[config.mk]
export PLATFORM = sky130hd
export DESIGN_NAME = simproc_loader
export DESIGN_NICKNAME = d
export VERILOG_FILES = /design/src/rtl/simproc_loader.sv
export SDC_FILE = /design/constraint.sdc
export NUM_CORES = 2
export LEC_CHECK = 0
export ABC_AREA = 1
export BUFFER_PORTS_ARGS = -buffer_cell sky130_fd_sc_hd__buf_2
export CAP_MARGIN = 20
export CELL_PAD_IN_SITES_DETAIL_PLACEMENT = 0
export CELL_PAD_IN_SITES_GLOBAL_PLACEMENT = 1
export CORE_ASPECT_RATIO = 0.9
export CORE_MARGIN = 4
export CORE_UTILIZATION = 45
export CTS_CLUSTER_DIAMETER = 150
export CTS_CLUSTER_SIZE = 10
export DETAILED_ROUTE_END_ITERATION = 12
export GPL_ROUTABILITY_DRIVEN = 0
export PLACE_DENSITY = 0.8
export SLEW_MARGIN = 0
export SYNTH_ARGS = -nofsm -noshare
export SYNTH_HDL_FRONTEND = slang
export SYNTH_SLANG_ARGS = --single-unit
export TNS_END_PERCENT = 30
[constraint.sdc]
create_clock -name clk -period 13.6 [get_ports clk]
set_input_delay 2.72 -clock clk [delete_from_list [all_inputs] [get_ports clk]]
set_output_delay 2.72 -clock clk [all_outputs]
set_load 0.02 [all_outputs]
[src/rtl/simproc_loader.sv]
// rtl/simproc_loader.sv - program loader, memory owner and run controller for the simproc core
module simproc_loader #(
    parameter int AW         = 8,
    parameter int DW         = 8,
    parameter int MAX_CYCLES = 1000
) (
    input  logic          clk,
    input  logic          rst,
    input  logic [DW-1:0] in_data,
    input  logic          in_valid,
    output logic          in_ready,
    input  logic          clear,
    input  logic [AW-1:0] proc_addr,
    input  logic [DW-1:0] proc_wdata,
    input  logic          proc_we,
    output logic [DW-1:0] proc_rdata,
    output logic [AW-1:0] pc_set_val,
    output logic          pc_set_wr,
    output logic          run,
    input  logic          proc_done,
    input  logic          proc_halt,
    output logic          busy,
    output logic          finished,
    output logic          timeout,
    output logic [15:0]   cycle_count
);

    localparam int DEPTH = 1 << AW;

    typedef enum logic [2:0] {
        S_LOAD_ADDR,
        S_LOAD_LEN,
        S_LOAD_DATA,
        S_SET_PC,
        S_RUN,
        S_FINISH
    } state_t;

    state_t state, state_nxt;

    logic [DW-1:0] mem [0:DEPTH-1];

    logic [AW-1:0] start_addr;
    logic [AW-1:0] ptr;
    logic [AW:0]   remaining;
    logic [15:0]   cnt;
    logic          timeout_q;

    logic          accept;
    logic          take;
    logic [AW:0]   len_val;
    logic [16:0]   cnt_plus;
    logic          wd_hit;
    logic          core_stop;
    logic          load_we;
    logic          proc_wr_en;

    assign accept     = in_valid && in_ready;
    // A clear coinciding with an accept consumes the byte without using it.
    assign take       = accept && !clear;
    // A length byte of zero stands for a full memory image.
    assign len_val    = (in_data == '0) ? {1'b1, {AW{1'b0}}} : (AW+1)'(in_data);
    assign cnt_plus   = {1'b0, cnt} + 17'd1;
    assign wd_hit     = (cnt_plus == 17'(MAX_CYCLES));
    assign core_stop  = proc_done || proc_halt;
    assign load_we    = (state == S_LOAD_DATA) && take;
    assign proc_wr_en = (state == S_RUN) && proc_we;

    assign proc_rdata  = mem[proc_addr];
    assign pc_set_val  = start_addr;
    assign cycle_count = cnt;
    assign timeout     = timeout_q;

    // State register.
    always_ff @(posedge clk or negedge rst) begin
        if (!rst) begin
            state <= S_LOAD_ADDR;
        end else begin
            state <= state_nxt;
        end
    end

    // Next-state decode and per-state output strobes.
    always_comb begin
        state_nxt = state;
        in_ready  = 1'b0;
        pc_set_wr = 1'b0;
        run       = 1'b0;
        busy      = 1'b1;
        finished  = 1'b0;
        case (state)
            S_LOAD_ADDR: begin
                in_ready = 1'b1;
                busy     = 1'b0;
                if (take) begin
                    state_nxt = S_LOAD_LEN;
                end
            end
            S_LOAD_LEN: begin
                in_ready = 1'b1;
                if (clear) begin
                    state_nxt = S_LOAD_ADDR;
                end else if (accept) begin
                    state_nxt = S_LOAD_DATA;
                end
            end
            S_LOAD_DATA: begin
                in_ready = 1'b1;
                if (clear) begin
                    state_nxt = S_LOAD_ADDR;
                end else if (accept && (remaining == (AW+1)'(1))) begin
                    state_nxt = S_SET_PC;
                end
            end
            S_SET_PC: begin
                pc_set_wr = 1'b1;
                state_nxt = clear ? S_LOAD_ADDR : S_RUN;
            end
            S_RUN: begin
                run = 1'b1;
                if (clear) begin
                    state_nxt = S_LOAD_ADDR;
                end else if (core_stop || wd_hit) begin
                    state_nxt = S_FINISH;
                end
            end
            S_FINISH: begin
                busy     = 1'b0;
                finished = 1'b1;
                if (clear) begin
                    state_nxt = S_LOAD_ADDR;
                end
            end
            default: begin
                state_nxt = S_LOAD_ADDR;
            end
        endcase
    end

    // Load pointer, remaining length, run cycle counter and timeout flag.
    always_ff @(posedge clk or negedge rst) begin
        if (!rst) begin
            start_addr <= '0;
            ptr        <= '0;
            remaining  <= '0;
            cnt        <= '0;
            timeout_q  <= 1'b0;
        end else begin
            case (state)
                S_LOAD_ADDR: begin
                    if (take) begin
                        start_addr <= in_data[AW-1:0];
                        ptr        <= in_data[AW-1:0];
                    end
                end
                S_LOAD_LEN: begin
                    if (take) begin
                        remaining <= len_val;
                    end
                end
                S_LOAD_DATA: begin
                    if (take) begin
                        ptr       <= ptr + 1'b1;
                        remaining <= remaining - 1'b1;
                    end
                end
                S_SET_PC: begin
                    if (!clear) begin
                        cnt       <= '0;
                        timeout_q <= 1'b0;
                    end
                end
                S_RUN: begin
                    cnt <= cnt_plus[15:0];
                    // Core completion outranks the watchdog on the same edge.
                    if (!clear && !core_stop && wd_hit) begin
                        timeout_q <= 1'b1;
                    end
                end
                S_FINISH: begin
                    if (clear) begin
                        timeout_q <= 1'b0;
                    end
                end
                default: begin
                    timeout_q <= 1'b0;
                end
            endcase
        end
    end

    // Memory write port: the loader while streaming, the core only while running.
    always_ff @(posedge clk) begin
        if (load_we) begin
            mem[ptr] <= in_data;
        end else if (proc_wr_en) begin
            mem[proc_addr] <= proc_wdata;
        end
    end

endmodule

# Word-level counts from Yosys, hierarchy flattened

Memories as Yosys holds them, arrays and structs flattened.
Index checks and enable logic that the tools add are counted.

Bits in registers: 45
Memory bits (writable): 2,048
Bits of input ports: 31
Output and inout port bits: 38
Logic and storage cells: 88
Memories: 1

$add $sub $neg: 3
Equal/unequal tests: 16
Muxes and demuxes: 36
Bitwise operators: 1
Reductions and logical operators: 25

Memories:

| memory | depth | bits a word | read ports | clocked after Yosys merged registers in | wr ports | RTL line | RTL |
|---|---|---|---|---|---|---|---|
| mem    | 256   | 8           | 1          | 0                                       | 1        | 41       | `logic [DW-1:0] mem [0:DEPTH-1];` |

Operators with widths:

| cell                                                                     | number |
|---|---|
| 8-bit two-way mux                                                        | 4 |
| 16-bit case mux with 2 select lines                                      | 1 |
| 3-bit two-way mux                                                        | 9 |
| 9-bit two-way mux                                                        | 3 |
| 3-bit case mux with 6 select lines                                       | 1 |
| 9-bit case mux with 2 select lines                                       | 1 |
| 16-bit by 1-bit adder with 17-bit output (second input constant)         | 1 |
| 17-bit by 10-bit equality test with 1-bit output (second input constant) | 1 |
| 16-bit two-way mux                                                       | 1 |
| 8-bit case mux with 2 select lines                                       | 1 |
| 1-bit two-way mux                                                        | 14 |
| 2-bit != test (second input constant)                                    | 5 |
| 9-bit by 1-bit equality test with 1-bit output (second input constant)   | 1 |
| 9-bit by 1-bit subtractor with 9-bit output (second input constant)      | 1 |
| 8-bit by 1-bit adder with 8-bit output (second input constant)           | 1 |
| 8-bit zero test                                                          | 1 |
| 8-bit OR reduction                                                       | 1 |
| 1-bit logical AND                                                        | 7 |
| 3-bit by 2-bit equality test with 1-bit output (second input constant)   | 2 |
| 3-bit equality test (second input constant)                              | 2 |
| 3-bit by 2-bit != test with 1-bit output (second input constant)         | 2 |
| 3-bit AND reduction                                                      | 2 |
| 2-bit nonzero test                                                       | 3 |
| 5-bit AND reduction                                                      | 1 |
| other kinds (12)                                                         | 15 |

# Logic depth before layout (Yosys ltp)

Depth after elaboration: 10
Mapped depth: 15

# Worst setup path before layout

Ideal clock, no wire load.

Path type: input to register
Start: in proc_we
End: mem mem[0][0], data pin
Setup time: 2.189 ns
Arrival time: 12.973 ns
Required time: 11.411 ns
Setup slack: -1.561 ns
Stages on the path: 4
Path through: nand2_4 inv_2 clkbuf_1 o21ai_0

Word-level cells in the longest chain between the ends: 6

Ends and longest elaborated chain:

| what                                    | RTL line | RTL |
|---|---|---|
| from (decl)                             | 15       | `input logic proc_we,` |
| 1-bit logical AND                       | 67       | `assign proc_wr_en = (state == S_RUN) && proc_we;` |
| 1-bit two-way mux                       | 196      | `end else if (proc_wr_en) begin` |
| 1-bit two-way mux                       | 194      | `if (load_we) begin` |
| 1-bit two-way mux (implied by the code) | 197      | `mem[proc_addr] <= proc_wdata;` |
| 8-bit OR reduction (no source line)     | --       |  |
| 8-bit two-way mux (no source line)      | --       |  |
| to (decl)                               | 41       |  |

No other way between the ends.

# Worst setup path after layout

Start: in proc_addr[1]
End: out proc_rdata[4]

Word-level cells in the longest chain between the ends: 1

Ends and longest elaborated chain:

| what               | RTL line | RTL |
|---|---|---|
| from (decl)        | 13       | `input logic [AW-1:0] proc_addr,` |
| memory 256 x 8 bit | --       |  |
| to (decl)          | 16       | `output logic [DW-1:0] proc_rdata,` |

No other way between the ends.

==> impl_metrics.sql <==
INSERT INTO impl_metrics (metric_group, metric, value, unit) VALUES
('worst_setup_path', 'cp_slowest_stage_delay', '0.91', 'ns'),
('worst_setup_path', 'cp_num_buf_inv', '4', ''),
('pwr', 'power_density_over_the_cells', '150', 'nW/µm²'),
('clock_tree', 'cts_post_setup_buffers_inserted', '0', ''),
('worst_setup_path', 'critical_path_class', 'in2out', ''),
('clock_tree', 'clock_path_buffers', '3', ''),
('synthesis', 'syn_area_per_cell', '11.6', 'µm²'),
('worst_setup_path', 'path_depth', '13', ''),
('place', 'dp.final_hpwl', '126000', 'µm'),
('worst_setup_path', 'cpMostUsedCell', 'sky130_fd_sc_hd__nand3_1', ''),
('worst_hold_path', 'min_delay_path_depth', '2', ''),
('die', 'boundaryPins', '69', ''),
('sta', 'achievable-frequency', '107', 'MHz'),
('worst_setup_path', 'worst_r2r_endpoint', 'mem[25][0]', ''),
('place', 'place_inst', '9594', ''),
('synthesis', 'netlist_area', '85700', 'µm²'),
('clock_tree', 'cts.hold.buffers_added', '0', ''),
('global_route', 'met3_usage', '4.54', '%'),
('global_route', 'grt_use_total', '23.2', '%'),
('drt', 'vias', '57000', ''),
('clock_tree', 'clk_pin_slew', '0.06', 'ns'),
('worst_setup_path', 'end_kind', 'output pin', ''),
('worst_setup_path', 'critical_path_arrival', '6.65', 'ns'),
('finish', 'design_area', '94400', 'µm²'),
('synthesis', 'yosysSeqAreaShare', '73.1', '%'),
('synthesis', 'post_synth_num_cell_types', '37', ''),
('pwr', 'vdd.ir_drop.worst', '0.166', 'mV'),
('pwr', 'total_power', '14200', 'µW'),
('worst_setup_path', 'worstPathRequired', '10.88', 'ns'),
('place', 'io_buffer_count', '68', ''),
('synthesis', 'ys.warnings.count', '0', ''),
('run', 'max_cap_viol_count', '0', ''),
('global_route', 'global_route.peak_usage_layer', 'met2', ''),
('clock_tree', 'numCtsBuffers', '227', ''),
('drt', 'detailedRoute.firstIterationViolations', '7052', ''),
('drt', 'routed_wire_length_per_instance', '23.6', 'µm'),
('synthesis', 'synth_async_sr_flop_share', '2.15', '%'),
('clock_tree', 'cts_tree', 'yes', ''),
('die', 'effective_utilization_at_floorplan', '45.4', '%'),
('sta', 'timing.final.max_slew_violations', '0', ''),
('clock_tree', 'clock_latency', '0.85', 'ns'),
('global_route', 'met2_global_route_usage', '35.4', '%'),
('die', 'num_rows', '151', ''),
('die', 'die-width', '468', 'µm'),
('finish', 'design.final.nets', '7338', ''),
('clock_tree', 'cts_resized', '0', ''),
('finish', 'final_common_cell', 'sky130_fd_sc_hd__nand2_1', ''),
('global_route', 'grt_max_degree', '202', ''),
('drt', 'vias_per_cell', '5.77', ''),
('finish', 'drive_above_1_share', '5.96', '%'),
('clock_tree', 'ctsHtreeMaxLevel', '4', ''),
('global_route', 'grt_pass1_wl', '350000', 'µm'),
('sta', 'final_worst_clock_skew', '0.0310', 'ns'),
('sta', 'grt_setup_unrepaired', 'no', ''),
('synthesis', 'synth.net_count', '7452', ''),
('worst_setup_path', 'critical_path.startpoint_type', 'input port', ''),
('sta', 'timing.final.crit_period', '9.37', 'ns'),
('worst_hold_path', 'worstHoldStart', 'pc_set_val[2]', ''),
('place', 'post_dp_cell_area', '88200', 'µm²'),
('global_route', 'globalRouteMet1Util', '33.7', '%'),
('synthesis', 'synth.ff_latch_count', '2093', ''),
('drt', 'detail_route.first_pass.iterations', '6', ''),
('finish', 'final-instance-count-excl-fill', '9876', ''),
('worst_setup_path', 'r2r_cells', '10', ''),
('sta', 'tightest_hold_margin', '0.490', 'ns'),
('worst_setup_path', 'reg2reg_setup_slack', '8.85', 'ns'),
('run_status', 'run_status', 'complete, no violations', ''),
('finish', 'areaGrowthSynthToFinish', '10.1', '%'),
('drt', 'drt_drc_violations_left', '0', ''),
('pwr', 'cellLeakagePower', '0.0327', 'µW'),
('global_route', 'antenna_found_initial', '2', '');
[registers in the layout, indices dropped and copies added (netlist names)]
register and cells:
state 3, mem 2048, ptr 8, pc_set_val 8, timeout 1, cycle_count 16
remaining 9
[metrics by stage]
| step | worst slack [ns] | utilization, % |
|---|---|---|
| final | 4.23 | 50.0 |
| after floorplan | -1.56 | - |
| after global routing | 4.11 | 50.0 |
| after detailed placement | 4.24 | 46.7 |
| after CTS | 4.25 | 50.0 |
| after global placement | 4.19 | 46.7 |
[per-layer routing]
| metal | wire length, µm | part of all wire (%) |
|---|---|---|
| met4 | 7580 | 3.2 |
| met2 | 107000 | 46 |
| met5 | 0 | 0 |
| met1 | 96900 | 42 |
| met3 | 22100 | 9.5 |
[final cells by class]
type                       count  area [µm²]
antenna                        3        7.51
clock buffer                 268        5980
clock inverter                 8         129
fill                       16200       94400
inverter                      98         393
multi-input combinational   4734       20800
sequential                  2093       62600
tap                         2524        3160
timing repair buffer         148        1270
[cell usage after synthesis (8+ instances only)]
master | instances | area (µm²)
sky130_fd_sc_hd__a21oi_1 | 10 | 50.1
sky130_fd_sc_hd__clkbuf_1 | 309 | 1160
sky130_fd_sc_hd__buf_1 | 63 | 236
sky130_fd_sc_hd__nand2_1 | 2237 | 8400
sky130_fd_sc_hd__nand3_1 | 2036 | 10200
sky130_fd_sc_hd__buf_2 | 116 | 581
sky130_fd_sc_hd__nor2_1 | 328 | 1230
sky130_fd_sc_hd__edfxtp_1 | 2048 | 61500
sky130_fd_sc_hd__xor2_1 | 8 | 70.1
sky130_fd_sc_hd__dfrtp_1 | 45 | 1130
sky130_fd_sc_hd__o21ai_0 | 51 | 255
sky130_fd_sc_hd__inv_1 | 87 | 327
sky130_fd_sc_hd__inv_2 | 11 | 41.3
[cell families (layout without fill, tap and decap cells)]
logic type | count (synthesis) | in the layout | synth area share (%)
fa+ha+maj | 5 | 5 | 0.0730
simple gates | 4637 | 4637 | 23.4
other cells | 0 | 3 | 0
flops | 2093 | 2093 | 73.1
xor+xnor | 9 | 9 | 0.0920
buf+inv | 589 | 522 | 2.77
compound gates | 83 | 83 | 0.556
[worst max path at each step]
stage / from / to / slack, ns
after floorplan: proc_we / mem[0][0] / -1.56
after global placement: proc_addr[0] / proc_rdata[5] / 4.19
after detailed placement: proc_addr[0] / proc_rdata[6] / 4.24
after CTS: proc_addr[0] / proc_rdata[6] / 4.25
after global routing: proc_addr[1] / proc_rdata[0] / 4.11
final: proc_addr[1] / proc_rdata[4] / 4.23
[tightest hold or removal path, stage by stage, from the launching register on]
cell and delay (ns):
sky130_fd_sc_hd__dfrtp_1 0.35, sky130_fd_sc_hd__nand2_1 0.05, sky130_fd_sc_hd__o21ai_0 0.06
[power breakdown]
part,internal [µW],switching (µW)
Combinational,313,1150
Sequential,7290,55.0
Clock,3030,2350
(Power assumes the default switching activity.)
